<file path="src/rtl/pipe_pkg.sv">
// Shared definitions for the pipeline control blocks: the hazard FSM state
// encoding, the register-index width, the default memory watchdog limit and
// the bundle of pipeline control strobes.
package pipe_pkg;

    localparam int unsigned REG_W       = 5;
    localparam int unsigned TIMEOUT_DEF = 64;

    typedef enum logic {
        ST_RUN      = 1'b0,
        ST_MEM_WAIT = 1'b1
    } hz_state_e;

    // Control strobes driven into the PC, IF/ID and ID/EX registers.
    typedef struct packed {
        logic pc_write;
        logic ifid_write;
        logic no_op;
        logic flush;
        logic freeze;
    } hz_ctrl_t;

endpackage

</file>
<file path="src/rtl/sat_counter.sv">
// Saturating up-counter used for pipeline performance statistics.
// Ports:
//   clk_i  clock, rising edge
//   rst_i  synchronous active-high reset, clears the count
//   inc_i  count this cycle
//   cnt_o  current count, holds at all-ones
module sat_counter #(
    parameter int unsigned W = 32
) (
    input  logic         clk_i,
    input  logic         rst_i,
    input  logic         inc_i,
    output logic [W-1:0] cnt_o
);

    // Count up, stopping at all-ones.
    always_ff @(posedge clk_i) begin
        if (rst_i) begin
            cnt_o <= '0;
        end else if (inc_i && (cnt_o != {W{1'b1}})) begin
            cnt_o <= cnt_o + W'(1);
        end
    end

endmodule

</file>
<file path="src/rtl/hazard_ctrl.sv">
// Pipeline hazard and stall controller for the 5-stage core.
// Detects load-use hazards between ID and ID/EX, flushes IF/ID on taken
// branches, freezes the pipeline while a data memory access is outstanding
// and raises a sticky error if that access is never acknowledged.
// Optional build macro: HAZARD_PERF_EN adds stall/flush cycle counters.
// Ports:
//   clk_i, rst_i          clock, synchronous active-high reset
//   ID_Rs1_i, ID_Rs2_i    source registers of the ID instruction
//   ID_UseRs2_i           ID instruction reads rs2
//   EX_Rd_i, EX_MemRead_i destination and load flag of the ID/EX instruction
//   Branch_i              branch resolved taken in ID
//   DMemReq_i, DMemAck_i  data memory request in flight / completes
//   PCWrite_o, IFIDWrite_o, NoOp_o, Flush_o, Freeze_o  pipeline controls
//   Err_o                 sticky memory-timeout error
//   StallCnt_o, FlushCnt_o  perf counters (HAZARD_PERF_EN only)
module hazard_ctrl
    import pipe_pkg::*;
#(
    parameter int unsigned TIMEOUT = TIMEOUT_DEF,
    parameter int unsigned CNT_W   = 32
) (
    input  logic             clk_i,
    input  logic             rst_i,
    input  logic [REG_W-1:0] ID_Rs1_i,
    input  logic [REG_W-1:0] ID_Rs2_i,
    input  logic             ID_UseRs2_i,
    input  logic [REG_W-1:0] EX_Rd_i,
    input  logic             EX_MemRead_i,
    input  logic             Branch_i,
    input  logic             DMemReq_i,
    input  logic             DMemAck_i,
    output logic             PCWrite_o,
    output logic             IFIDWrite_o,
    output logic             NoOp_o,
    output logic             Flush_o,
    output logic             Freeze_o,
    output logic             Err_o
`ifdef HAZARD_PERF_EN
    ,
    output logic [CNT_W-1:0] StallCnt_o,
    output logic [CNT_W-1:0] FlushCnt_o
`endif
);

    localparam int unsigned      WAIT_W   = $clog2(TIMEOUT + 1);
    localparam logic [WAIT_W-1:0] WAIT_MAX = WAIT_W'(TIMEOUT);

    hz_state_e         state_q;
    hz_state_e         state_d;
    logic [WAIT_W-1:0] wait_q;
    logic              err_q;
    logic              load_use;
    logic              mem_busy;
    hz_ctrl_t          ctrl;

    // x0 is never a real destination, so it cannot create a hazard.
    assign load_use = EX_MemRead_i && (EX_Rd_i != '0) &&
                      ((EX_Rd_i == ID_Rs1_i) || (ID_UseRs2_i && (EX_Rd_i == ID_Rs2_i)));
    assign mem_busy = DMemReq_i && !DMemAck_i;

    // State register.
    always_ff @(posedge clk_i) begin
        if (rst_i) begin
            state_q <= ST_RUN;
        end else begin
            state_q <= state_d;
        end
    end

    // Next state and Mealy control outputs, in priority order.
    always_comb begin
        state_d         = state_q;
        ctrl            = '0;
        ctrl.pc_write   = 1'b1;
        ctrl.ifid_write = 1'b1;

        unique case (state_q)
            ST_RUN:      if (mem_busy)  state_d = ST_MEM_WAIT;
            ST_MEM_WAIT: if (DMemAck_i) state_d = ST_RUN;
            default:     state_d = ST_RUN;
        endcase

        if (rst_i) begin
            ctrl       = '0;
            ctrl.no_op = 1'b1;
        end else if ((state_q == ST_MEM_WAIT) ? !DMemAck_i : mem_busy) begin
            // Ack cycle falls through to the normal rows: no dead cycle.
            ctrl        = '0;
            ctrl.freeze = 1'b1;
        end else if (load_use) begin
            // Branch waits: its operands may come from the load.
            ctrl       = '0;
            ctrl.no_op = 1'b1;
        end else if (Branch_i) begin
            ctrl.flush = 1'b1;
        end
    end

    // Watchdog: counts unacknowledged MEM_WAIT cycles; error is sticky until reset.
    always_ff @(posedge clk_i) begin
        if (rst_i) begin
            wait_q <= '0;
            err_q  <= 1'b0;
        end else if (state_q == ST_RUN) begin
            wait_q <= '0;
        end else if (!DMemAck_i && (wait_q != WAIT_MAX)) begin
            wait_q <= wait_q + WAIT_W'(1);
            if (wait_q == WAIT_MAX - WAIT_W'(1)) begin
                err_q <= 1'b1;
            end
        end
    end

    assign PCWrite_o   = ctrl.pc_write;
    assign IFIDWrite_o = ctrl.ifid_write;
    assign NoOp_o      = ctrl.no_op;
    assign Flush_o     = ctrl.flush;
    assign Freeze_o    = ctrl.freeze;
    assign Err_o       = err_q;

`ifdef HAZARD_PERF_EN
    sat_counter #(.W(CNT_W)) u_stall_cnt (
        .clk_i (clk_i),
        .rst_i (rst_i),
        .inc_i (ctrl.freeze || ctrl.no_op),
        .cnt_o (StallCnt_o)
    );

    sat_counter #(.W(CNT_W)) u_flush_cnt (
        .clk_i (clk_i),
        .rst_i (rst_i),
        .inc_i (ctrl.flush),
        .cnt_o (FlushCnt_o)
    );
`else
    // Counter width only matters when the counters are built.
    logic unused_cnt_w;
    assign unused_cnt_w = ^32'(CNT_W);
`endif

endmodule

</file>
<file path="config.mk">
export PLATFORM = sky130hd
export DESIGN_NAME = hazard_ctrl
export DESIGN_NICKNAME = d
export VERILOG_FILES = /design/src/rtl/pipe_pkg.sv /design/src/rtl/sat_counter.sv /design/src/rtl/hazard_ctrl.sv
export SDC_FILE = /design/constraint.sdc
export NUM_CORES = 1
export LEC_CHECK = 0
export ABC_CLOCK_PERIOD_IN_PS = 1800
export CAP_MARGIN = 20
export CORE_MARGIN = 2
export CORE_UTILIZATION = 38
export CTS_CLUSTER_SIZE = 28
export DETAILED_ROUTE_END_ITERATION = 7
export PLACE_DENSITY = 0.76
export SYNTH_ARGS = -nofsm -noshare
export SYNTH_HDL_FRONTEND = slang
export SYNTH_SLANG_ARGS = --single-unit
</file>
<file path="constraint.sdc">
create_clock -name clk_i -period 1.8 [get_ports clk_i]
set_input_delay 0.18 -clock clk_i [delete_from_list [all_inputs] [get_ports clk_i]]
set_output_delay 0.18 -clock clk_i [all_outputs]
set_load 0.01 [all_outputs]
</file>
# After elaboration in Yosys (flattened, before gate mapping)

Index checks and enable logic that the tools add are counted.

Bitwise gates (word level): 1
Mux-type cells: 9
Eq/ne operators: 4
$add $sub $neg: 1
Reductions and logical operators: 10

Operators with widths:

| cell                  | count |
|---|---|
| $eq A5 B5 Y1          | 2 |
| $mux W5               | 2 |
| $add A7 B1 Y7 const B | 1 |
| $eq A7 B6 Y1 const B  | 1 |
| $ne A7 B7 Y1 const B  | 1 |
| $logic_and A1 B1 Y1   | 5 |
| $mux W1               | 5 |
| $reduce_bool A5 Y1    | 1 |
| $mux W3               | 1 |
| $reduce_and A3 Y1     | 1 |
| $pmux W1 S2           | 1 |
| $reduce_or A2 Y1      | 1 |
| $logic_not A1 Y1      | 1 |
| $logic_or A1 B1 Y1    | 1 |
| $not A1 Y1            | 1 |

Logic and storage cells: 28
Register bits: 9
Output and inout bits: 6
Input port bits: 22

# Longest topological paths before layout

Gate-level depths: netlist of run 1.

Word-level depth: 7
Depth in mapped cells: 6
Gate-level depth less buffers: 6

# Least setup slack after synthesis of run 1

OpenSTA, ideal clock, no wires.

Path kind: input to output
Start point: input port EX_Rd_i[1]
End point: output port PCWrite_o
Setup slack: 0.274 ns
Required time: 1.620 ns
Arrival: 1.346 ns
Stages: 4
Cell sequence: or4_1 -> o21a_1 -> a21oi_1 -> buf_4

Word-level cells in the longest chain between the ends: 7
Elaborated cells between the ends (all ways): 10
Those cells by class: eq/ne: 2; mux: 3; reduce/logical: 5

Ends and longest elaborated chain:

| item                  | line              | source |
|---|---|---|
| start, declared       | hazard_ctrl.sv:27 | `input logic [REG_W-1:0] EX_Rd_i,` |
| $eq A5 B5 Y1          | hazard_ctrl.sv:58 | `((EX_Rd_i == ID_Rs1_i) \|\| (ID_UseRs2_i && (EX_Rd_i == ID_Rs2_i)));` |
| $logic_and A1 B1 Y1   | hazard_ctrl.sv:58 |  |
| $logic_or A1 B1 Y1    | hazard_ctrl.sv:58 |  |
| $logic_and A1 B1 Y1 * | hazard_ctrl.sv:57 | `assign load_use = EX_MemRead_i && (EX_Rd_i != '0) &&` |
| $mux W3 *             | hazard_ctrl.sv:90 | `end else if (load_use) begin` |
| $mux W5 *             | hazard_ctrl.sv:86 | `end else if ((state_q == ST_MEM_WAIT) ? !DMemAck_i : mem_busy) begin` |
| $mux W5 *             | hazard_ctrl.sv:83 | `if (rst_i) begin` |
| end, declared         | hazard_ctrl.sv:32 | `output logic PCWrite_o,` |

Mark *: on every way between the ends. The rest lies on a longest branch, timed or not.

# Final worst setup path of run 1

Start point: input port DMemAck_i
End point: output port Freeze_o

Word-level cells in the longest chain between the ends: 5

Ends and longest elaborated chain:

| item                | line                                 | source |
|---|---|---|
| start, declared     | hazard_ctrl.sv:31                    | `input logic DMemAck_i,` |
| $logic_not A1 Y1 *  | hazard_ctrl.sv:59, hazard_ctrl.sv:86 |  |
| $logic_and A1 B1 Y1 | hazard_ctrl.sv:59                    | `assign mem_busy = DMemReq_i && !DMemAck_i;` |
| $mux W1 *           | hazard_ctrl.sv:86                    |  |
| $mux W5 *           | hazard_ctrl.sv:86                    |  |
| $mux W5 *           | hazard_ctrl.sv:83                    |  |
| end, declared       | hazard_ctrl.sv:36                    | `output logic Freeze_o,` |

Marked as above.

==> metrics.yaml, run 1 <==
outcome:
  outcome: "finished, final reports clean"
floorplan:
  start_util_pct: 39.2
  rows: 14
  core_um2: 1470
  io-pin-count: 28
  die_y_um: 43.0
  dieArea_um2: 1850
  die_w_um: 43.0
sta:
  clock_skew_ps: 0.649
  min_period_ps: 1740
  fin_crit_sh_pct: 96.4
  maxSlewHeadroom_pct: 77.2
  hold_viol_final: 0
  fmax_mhz: 576
  setup_viol: 0
  final.setup.tns_ps: 0
  worstMarginPinSlew_ps: 338
  rsz0062_at_grt: "no"
  setup_ws_ps: 65.0
  maxSlewViolCount: 0
global_routing:
  grt_usage_pct: 17.5
  grt_pass1_wl_mm: 2.46
  grt_pass1_vias: 609
  antenna_found_initial: 0
  grt_overflow: 0
  grt_max_degree: 8
critical_path:
  slowest_delay_ps: 530
  critical_path_class: "input pin to output pin"
  crit_slowest_cell: "clkdlybuf4s50_1"
  path_max_fanout: 3
  critPathBufInv: 3
  path_delay_family: "buffers and inverters"
  cpMostUsedCell: "clkdlybuf4s50_1"
  crit_chain: "clkdlybuf4s50_1 -> o21bai_1 -> buf_4 -> nor2_1 -> clkdlybuf4s50_1"
  critical_path_depth: 5
  cp.arrival_ps: 1560
  crit_required_ps: 1620
  cp-end-kind: "output pin"
  start_kind: "input pin"
  ff2ff_path_depth: 6
clock_tree:
  cts_buffer_depth: 2
  htree_levels: 1
  cts_setup_buffers: 0
  clkLatencyLatePin_ps: 250
  numClockSinks: 9
  ctsHoldBuffers: 0
  clkTransAtPathRegs_ps: 60
  cts_buffers: 3
  cts-root-buf: "clkbuf_4"
  cts_tree: "built"
finish:
  area_delta_synth_final_pct: 62.5
  fin_util_pct: 63.7
  layout_common_cells: "clkdlybuf4s50_1 (19), xnor2_1 (13), nor2_1 (11), dfxtp_1 (9), buf_4 (8)"
  fin_nets: 130
  layout-drive-gt1-share_pct: 17.1
  diodes: 0
  layout_commonest_cell: "clkdlybuf4s50_1"
power_and_ir_drop:
  totalPowerFinal_mw: 0.479
  power.leakage_nw: 0.366
  max-vdd-ir-drop_mv: 0.465
  powerDensity_nw_per_um2: 511
routing:
  drc: 0
  wire_per_inst_um: 11.8
  drt_iter0_drc: 7
  drt_pass1_iterations: 4
  vias_per_cell: 4.86
  wirelength_mm: 1.42
  num_vias: 588
  ant_nets: 0
yosys:
  avgSynthCellArea_um2: 8.61
  ys_ff_latch: 9
  synth.distinct_cells: 25
  netlist_area_um2: 577
  synth_fp_nets: 91
  synth_top_cell_by_area: "dfxtp_1"
  yosysTopAreaCellShare_pct: 31.2
  yosysSeqAreaShare_pct: 31.2
  synth.area.top_cells: "dfxtp_1 (31%), xnor2_1 (20%), nor2_1 (7.2%)"
  synth-warning-count: 0
  synthCells: 67
place:
  pre_cts_slack_ps: -504
  place_congestion: 0.764
  dp_hpwl_mm: 1.12
  portBuffers: 27
worst_hold_path:
  hold_depth: 2
  holdCritPathClass: "flop to flop"
flow_run:
  cap_violations: 0
path summary, 6_finish.rpt:
kind	to	slack (ps)	from
max reg2reg	wait_q[1]$_SDFFE_PP0N_	330	wait_q[0]$_SDFFE_PP0N_
min	Err_o$_SDFFE_PP0P_	470	Err_o$_SDFFE_PP0P_
min reg2reg	Err_o$_SDFFE_PP0P_	470	Err_o$_SDFFE_PP0P_
max	Freeze_o	60	DMemAck_i
routing by layer:
layer / vias up / wire length, um / GRT usage [%]
li1: 305 / - / -
met1: 257 / 640 / 20.2
met2: 24 / 624 / 29.1
met3: 2 / 148 / 3.83
met4: 0 / 11 / 10.9
met5: - / 0 / 0
power breakdown:
| part | switching, mW | internal (mW) |
|---|---|---|
| registers | 0.00149 | 0.201 |
| clock network | 0.0653 | 0.0851 |
| logic | 0.0449 | 0.0811 |
| total | 0.112 | 0.367 |
sequential cells by signal, summed over array words and instances, names as in the netlist:
name / cells
wait_q: 7
Err_o: 1
state_q: 1
cell usage after synthesis:
master / n
xnor2_1: 13
nor2_1: 11
dfxtp_1: 9
inv_1: 5
xor2_1: 3
a21oi_1: 2
ha_1: 2
nand2_1: 2
nand2b_1: 2
nand3_1: 2
nand4b_1: 2
a211oi_1: 1
a211oi_2: 1
a31o_1: 1
a31oi_1: 1
and3_1: 1
and4b_1: 1
buf_4: 1
mux2i_1: 1
nand4_1: 1
nor4bb_1: 1
o21a_1: 1
o21bai_1: 1
o22ai_1: 1
or4_1: 1
tightest hold or removal path: stages, from the launching register on:
cell and delay, ps:
dfxtp_1 330, a31oi_1 40, nor2_1 70
timing repair:
item	CTS	global route
endpoints found under the setup margin	4	4
gates cloned	0	0
pin swaps	4	4
gates resized for setup	20	4
endpoints found under the hold margin	0	0
area by class of cell:
type	count	area, um^2
clock buffers	4	26.3
repair buffers	35	312
flip-flops and latches	9	180
well taps	16	20.0
inverters	5	18.8
multi-input cells	52	380
fillers	150	534
cells by family after synthesis:
group / after synthesis / synth area share [%]
adders and majority gates: 2 / 4.34
DFF: 9 / 31.2
muxes: 1 / 1.74
buffers and inverters: 6 / 4.56
AOI/OAI and AO/OA: 9 / 11.5
xor gates and xnor gates: 16 / 24.3
and+or+nand+nor: 24 / 22.3
per-stage QoR:
step	hold WS [ps]	cell area (um^2)	cells
6_report	474	937	121
5_1_grt	516	937	121
4_1_cts	483	926	121
3_5_place_dp	469	920	117
3_3_place_gp	453	920	117
2_1_floorplan	252	577	67
No activity file was read; power rests on OpenSTA's default activity.
==> run 2, diff against run 1 <==
Settings changed: PLACE_DENSITY 0.76 to 0.75.
==> metrics.yaml, run 2 (synthesis gave the netlist of run 1 again) <==
routing:
  drc: 0  # unchanged
  drt_iter0_drc: 3  # -4
  num_vias: 605  # +2.9%
  wire_per_inst_um: 12.1  # +2.7%
  drt_pass1_iterations: 2  # -2
  ant_nets: 0  # unchanged
  vias_per_cell: 5.04  # +3.7%
  wirelength_mm: 1.45  # +1.8%
floorplan:
  io-pin-count: 28  # unchanged
  dieArea_um2: 1850  # unchanged
  die_w_um: 43.0  # unchanged
  start_util_pct: 39.2  # unchanged
  rows: 14  # unchanged
  core_um2: 1470  # unchanged
  die_y_um: 43.0  # unchanged
place:
  place_congestion: 0.762  # -0.27%
  dp_hpwl_mm: 1.15  # +2.7%
  pre_cts_slack_ps: -513  # -9.17 ps
  portBuffers: 27  # unchanged
finish:
  nFillCells: 139  # -7.3%
  layout_commonest_cell: "clkdlybuf4s50_1"
  layout-drive-gt1-share_pct: 16.3  # -0.80 points
  seq_area_um2: 180  # unchanged
  largest_reg_flops: 7  # unchanged
  fin_nets: 129  # -0.77%
  layout_common_cells: "clkdlybuf4s50_1 (19), xnor2_1 (13), nor2_1 (11), dfxtp_1 (9), buf_4 (7)"
  area_delta_synth_final_pct: 60.7
  diodes: 0  # unchanged
  top_register: "wait_q"
  multiInputGateArea_um2: 380  # unchanged
sta:
  rsz0062_at_grt: "no"
  final.setup.tns_ps: 0  # unchanged
  setup_ws_ps: 58.2  # -6.77 ps
  maxSlewViolCount: 0  # unchanged
  min_period_ps: 1740  # +6.77 ps
  maxSlewHeadroom_pct: 78.4  # +1.2 points
  setup_viol: 0  # unchanged
  clock_skew_ps: 3.08  # +2.43 ps
  worstMarginPinSlew_ps: 320  # -18.3 ps
  fmax_mhz: 574  # -0.39%
  fin_crit_sh_pct: 96.8  # +0.38 points
  hold_viol_final: 0  # unchanged
global_routing:
  grt-busiest-layer: "met2"
  grt_pass1_vias: 568  # -6.7%
  grtUsageMet3_pct: 3.83  # unchanged
  antenna_found_initial: 0  # unchanged
  grt_pass1_wl_mm: 2.35  # -4.5%
  use_met2_pct: 27.0  # -2.1 points
  grt_overflow: 0  # unchanged
  grt_usage_pct: 17.3  # -0.23 points
  grt_max_degree: 8  # unchanged
  use_met1_pct: 20.6  # +0.37 points
clock_tree:
  clkTransAtPathRegs_ps: 60  # about the same
  cts-root-buf: "clkbuf_4"
  cts_tree: "built"
  numClockSinks: 9  # unchanged
  cts_buffer_depth: 2  # unchanged
  clkLatencyLatePin_ps: 260  # about the same
  htree_levels: 1  # unchanged
  cts_buffers: 3  # unchanged
  cts_setup_buffers: 0  # unchanged
outcome:
  outcome: "finished, final reports clean"
power_and_ir_drop:
  power.leakage_nw: 0.363  # -0.93%
  powerDensity_nw_per_um2: 524  # +2.5%
  max-vdd-ir-drop_mv: 0.398  # -14%
critical_path:
  path_max_fanout: 3  # unchanged
  start_kind: "input pin"
  cp-end-kind: "output pin"
  ff2ff_path_depth: 6  # unchanged
  cp.arrival_ps: 1560  # about the same
  crit_required_ps: 1620  # about the same
  critical_path_class: "input pin to output pin"
worst_hold_path:
  hold_depth: 2  # unchanged
  holdCritPathClass: "flop to flop"
flow_run:
  cap_violations: 0  # unchanged
-- run 2: layout make-up --
type,instances,area share [%]
Tap cell,16,2.16
Inverter,5,2.02
Sequential cell,9,19.4
Multi-Input combinational cell,52,41.0
Clock buffer,4,2.83
Timing Repair Buffer,34,32.5
-- run 2: critical path: stages --
cell             delay (ps)
clkdlybuf4s50_1         440
o21bai_1                180
buf_4                   150
nor2_1                   80
clkdlybuf4s50_1         530
-- run 2: worst paths after layout --
kind | startpoint | slack [ps] | to
setup / recovery | DMemAck_i | 60 | Freeze_o
hold reg to reg | Err_o$_SDFFE_PP0P_ | 470 | Err_o$_SDFFE_PP0P_
setup reg to reg | wait_q[0]$_SDFFE_PP0N_ | 310 | wait_q[1]$_SDFFE_PP0N_
hold / removal | Err_o$_SDFFE_PP0P_ | 470 | Err_o$_SDFFE_PP0P_
-- run 2: repair_timing --
action / in CTS / in global routing
pin swaps: 4 / 5
hold buffers: 0 / 0
resized for setup: 20 / 2
gates cloned: 0 / 0
endpoints found under the setup margin: 4 / 4
-- run 2: where the power goes --
group | internal (mW) | switching [mW]
sequential | 0.201 | 0.00154
combinational | 0.0793 | 0.0456
clock | 0.0856 | 0.0727
-- run 2: routing by layer --
| layer | part of all wire (%) | vias up |
|---|---|---|
| met5 | 0 | - |
| met4 | 3.0 | 0 |
| met3 | 10 | 5 |
| met2 | 44 | 26 |
| met1 | 43 | 273 |
| li1 | - | 301 |
-- run 2: per-stage QoR --
| step | total power, mW | hold WS (ps) | cell area [um^2] | util (%) | std cells |
|---|---|---|---|---|---|
| after detailed placement | 0.338 | 463 | 912 | 62.0 | 116 |
| after CTS | 0.492 | 478 | 918 | 62.4 | 120 |
| after global routing | 0.509 | 555 | 927 | 63.0 | 120 |
| after global placement | 0.335 | 456 | 912 | 62.0 | 116 |
| after floorplan | 0.254 | 252 | 577 | - | 67 |
| final | 0.485 | 471 | 927 | 63.0 | 120 |
